<file path="src/rtl/logic_op_pipe.sv">
// logic_op_pipe: handshaked bitwise logic unit with accumulator and stall-able output pipeline
module logic_op_pipe #(
  parameter int WIDTH  = 8,
  parameter int STAGES = 2
) (
  input  logic             clk,
  input  logic             rst,
  input  logic             in_valid,
  output logic             in_ready,
  input  logic [WIDTH-1:0] a,
  input  logic [WIDTH-1:0] b,
  input  logic [2:0]       op,
  input  logic             acc_en,
  input  logic             acc_clr,
  output logic             out_valid,
  input  logic             out_ready,
  output logic [WIDTH-1:0] y,
  output logic             zero,
  output logic             parity
);
  logic [STAGES:1] v, z, p;
  logic [WIDTH-1:0] d [STAGES:1];
  logic [WIDTH-1:0] acc, x, w, f, r;
  logic advance, accept;
  assign advance   = !v[STAGES] || out_ready;
  assign in_ready  = advance;
  assign accept    = in_valid && advance;
  assign out_valid = v[STAGES];
  assign y         = d[STAGES];
  assign zero      = z[STAGES];
  assign parity    = p[STAGES];
  always_comb begin
    x = acc_en ? acc : a;
    w = acc_en ? a : b;
    case (op)
      3'd0:    f = x & w;
      3'd1:    f = x | w;
      3'd2:    f = x ^ w;
      3'd3:    f = ~(x & w);
      3'd4:    f = ~(x | w);
      3'd5:    f = ~(x ^ w);
      3'd6:    f = x;
      default: f = ~x;
    endcase
    r = (acc_en && acc_clr) ? a : f;
  end
  always_ff @(posedge clk) begin
    if (rst) begin
      v   <= '0;
      z   <= '1;
      p   <= '0;
      d   <= '{default: '0};
      acc <= '0;
    end else if (advance) begin
      v[1] <= in_valid;
      if (in_valid) begin
        d[1] <= r;
        z[1] <= (r == '0);
        p[1] <= ^r;
        if (acc_en) acc <= r;
      end
      for (int i = 2; i <= STAGES; i++) begin
        v[i] <= v[i-1];
        d[i] <= d[i-1];
        z[i] <= z[i-1];
        p[i] <= p[i-1];
      end
    end
  end
endmodule

</file>
<file path="config.mk">
export PLATFORM = sky130hd
export DESIGN_NAME = logic_op_pipe
export DESIGN_NICKNAME = d
export VERILOG_FILES = /design/src/rtl/logic_op_pipe.sv
export SDC_FILE = /design/constraint.sdc
export NUM_CORES = 1
export LEC_CHECK = 0
export ABC_AREA = 1
export BUFFER_PORTS_ARGS = -buffer_cell sky130_fd_sc_hd__buf_2
export CORE_ASPECT_RATIO = 2
export CORE_UTILIZATION = 50
export CTS_CLUSTER_SIZE = 14
export DETAILED_ROUTE_END_ITERATION = 10
export GPL_ROUTABILITY_DRIVEN = 0
export PLACE_DENSITY_LB_ADDON = 0.1
export SLEW_MARGIN = 10
export SYNTH_ARGS = -nofsm -noshare
export SYNTH_HDL_FRONTEND = slang
export SYNTH_SLANG_ARGS = --single-unit
</file>
<file path="constraint.sdc">
create_clock -name clk -period 2.9 [get_ports clk]
set_clock_uncertainty 0.2 [all_clocks]
set_input_delay 0.145 -clock clk [delete_from_list [all_inputs] [get_ports clk]]
set_output_delay 0.145 -clock clk [all_outputs]
set_load 0.05 [all_outputs]
</file>
==> impl_metrics.csv <==
group,metric,value,unit
run_status,outcome,"finished, final reports clean",
worst_setup_path,critPathRequiredTime,2.87,ns
worst_setup_path,crit_chain,"nand2_1 > nand2_1 > inv_1 > ha_1 > nand4_1 > nand2_1 > nor2_1 > nand2_1 > a21boi_0 > ha_1 > xnor2_1 > nor2_1 > o221ai_1 > inv_1",
floorplanning,rows,36,
detailed_routing,antenna_left,0,
detailed_routing,dr.pass1.iters,4,
clock_network,post_cts_resized,0,
floorplanning,die_w,53.1,µm
final_layout,final_nets,506,
worst_setup_path,crit_slowest_cell,"dfxtp_1",
synthesis,synth.cell_area,2620,µm²
grt,grt-ovfl-total,0,
detailed_routing,drt_iter0_drc,48,
final_layout,area_delta_synth_final,11.4,%
synthesis,syn_nets,477,
clock_network,cts_max_level,2,
hold_path,holdPathStages,3,
timing,hold_viol,0,
worst_setup_path,cp.depth,14,
timing,finalCritPeriodShare,90.4,%
job,max_cap_viol_count,0,
timing,period_needed,2.62,ns
synthesis,ys_seq_area_share,23.0,%
worst_setup_path,critPathMaxStageDelay,0.34,ns
synthesis,syn_area_per_cell,6.05,µm²
floorplanning,die_h,104,µm
synthesis,yosys.cell_types.count,23,
worst_setup_path,setup.worst_path.end_class,"register",
worst_setup_path,path_delay_family,"simple AND/OR/NAND/NOR gates",
synthesis,ys.warnings.count,0,
grt,grt_max_degree,20,
clock_network,cts_tree,"yes",
floorplanning,start_util,52.8,%
power,power-per-cell-area,443,nW/µm²
clock_network,cts_buffers,5,
final_layout,diodes,0,
place,numPortBuffers,36,
worst_setup_path,start_kind,"register",
place,dp_hpwl,4.89,mm
detailed_routing,totalWireLength,6.29,mm
place,dpl.cell_count,508,
floorplanning,core_area,4950,µm²
detailed_routing,via_per_inst,5.03,
worst_setup_path,ff2ff_setup_slack,0.28,ns
clock_network,clk_pin_slew,0.06,ns
grt,grt_use_total,25.3,%
hold_path,hold_class,"in -> reg",
clock_network,cts.path.max_buffers,2,
timing,slew_viol_final,0,
detailed_routing,vias,2610,
worst_setup_path,reg2reg_depth,14,
clock_network,clockRootBuffer,"clkbuf_8",
clock_network,clkLatencyLatePin,0.28,ns
final_layout,finalNonFillerCells,519,
final_layout,fill_cells,553,
timing,fmax,0.381,GHz
power,peakVddDrop,0.000430,V
detailed_routing,wl_per_cell,12.1,µm
floorplanning,die-area,5540,µm²
grt,antenna_found_initial,0,
worst_setup_path,worstSetupPathType,"reg -> reg",
worst_setup_path,cp_num_buf_inv,2,
clock_network,postCtsSetupRepairBufs,0,
grt,grt_pass1_wl,10.6,mm
clock_network,clock_sinks,30,
timing,worst_pin_slew,1.11,ns
timing,setup_tns,0,ns
timing,relSlewSlack,26.1,%
power,power.leakage,1.69,nW
worst_setup_path,critPathArrivalTime,2.60,ns
worst_setup_path,cpMostUsedCell,"nand2_1",
final_layout,drive_gt1_share,15.6,%
timing,grt_setup_unrepaired,"false",
floorplanning,ios,37,
synthesis,synthCells,432,
synthesis,synth-seq-cells,30,
detailed_routing,drc,0,
timing,setup-violations-final,0,
worst_setup_path,cp_max_fo,4,
grt,grt_pass1_vias,2503,
==> path summary, 6_finish.rpt <==
kind	startpoint	to
max	acc[7]	p[1]
min	in_valid	z[1]
max reg2reg	acc[7]	p[1]
min reg2reg	z[1]	z[2]
==> sequential cells by signal (all words and copies together) (netlist names) <==
signal and count:
acc 8, d 8, p 2, v 2
y 8, z 2
==> metal layers <==
metal / global-route usage, % / wire, µm / vias up
li1: - / - / 1408
met5: 0 / 0 / -
met3: 2.19 / 144 / 8
met4: 10.5 / 125 / 0
met2: 47.3 / 3580 / 46
met1: 26.7 / 2440 / 1148
==> power by group <==
group	switching (W)	internal, W	leakage [nW]
sequential	0.0000148	0.000447	0.248
combinational	0.000273	0.000147	1.38
clock	0.000158	0.000252	0.0579
==> cell usage after synthesis (all sizes together) <==
| library cell | number | area (µm²) |
|---|---|---|
| xnor2 | 1 | 8.76 |
| nand3 | 49 | 245 |
| clkbuf | 5 | 18.8 |
| o21ai | 18 | 90.1 |
| o21a | 8 | 60.1 |
| nand2 | 122 | 473 |
| ha | 20 | 250 |
| inv | 69 | 262 |
| nand4 | 9 | 56.3 |
| buf | 19 | 125 |
| xor2 | 1 | 8.76 |
| clkinv | 1 | 3.75 |
| a21boi | 8 | 60.1 |
| a21oi | 16 | 80.1 |
| o221ai | 1 | 8.76 |
| nor2 | 47 | 214 |
| or2 | 8 | 50.1 |
| dfxtp | 30 | 601 |
==> cell usage in the layout (no fill, tap or decap), drive strengths merged <==
cell,instances
o21ai,18
buf,43
o221ai,1
inv,69
o21a,8
xor2,1
a21oi,16
clkinv,3
bufinv,1
ha,20
xnor2,1
clkbuf,5
nor2,47
or2,8
nand3,49
dfxtp,30
a21boi,8
dlygate4sd3,3
nand4,9
nand2,122
==> worst register-to-register path, stage by stage, from the launching register on <==
cell and delay, ns:
dfxtp_1 0.34, nand2_1 0.06, nand2_1 0.16, inv_1 0.06, ha_1 0.29, nand4_1 0.10
nand2_1 0.05, nor2_1 0.11, nand2_1 0.09, a21boi_0 0.25, ha_1 0.30, xnor2_1 0.21
nor2_1 0.07, o221ai_1 0.17, inv_1 0.06
==> final cells by class <==
type | count | area [µm²] | area share (%)
well taps | 57 | 71.3 | 2.45
flip-flops and latches | 30 | 601 | 20.6
inverters | 70 | 265 | 9.10
clock inverters | 3 | 40.0 | 1.37
repair buffers | 46 | 263 | 9.02
clock buffers | 5 | 68.8 | 2.36
multi-input cells | 308 | 1610 | 55.1
==> cell families after synthesis <==
| family | after synthesis | share of synthesized area [%] |
|---|---|---|
| flops | 30 | 23.0 |
| buf+inv | 94 | 15.6 |
| fa+ha+maj | 20 | 9.57 |
| compound gates | 51 | 11.4 |
| simple gates | 235 | 39.7 |
| xor+xnor | 2 | 0.670 |
==> through the flow <==
stage          util [%]  total power [W]  instance area [µm²]  worst slack [ns]  hold WS [ns]
2_1_floorplan         -         0.000795                 2620             0.336        0.0899
3_3_place_gp       56.0         0.000881                 2780             0.126         0.238
3_5_place_dp       56.0         0.000885                 2780            0.0835         0.246
4_1_cts            58.8          0.00130                 2910             0.277       0.00672
5_1_grt            58.8          0.00138                 2910            0.0805        0.0167
6_report           58.8          0.00129                 2910             0.278       0.00602
==> repair_timing <==
| action | 4_1_cts | 5_1_grt |
|---|---|---|
| endpoints found under the setup margin | 0 | 0 |
| hold buffers | 3 | 0 |
| hold endpoints to repair | 3 | 0 |
(Power assumes the default switching activity.)
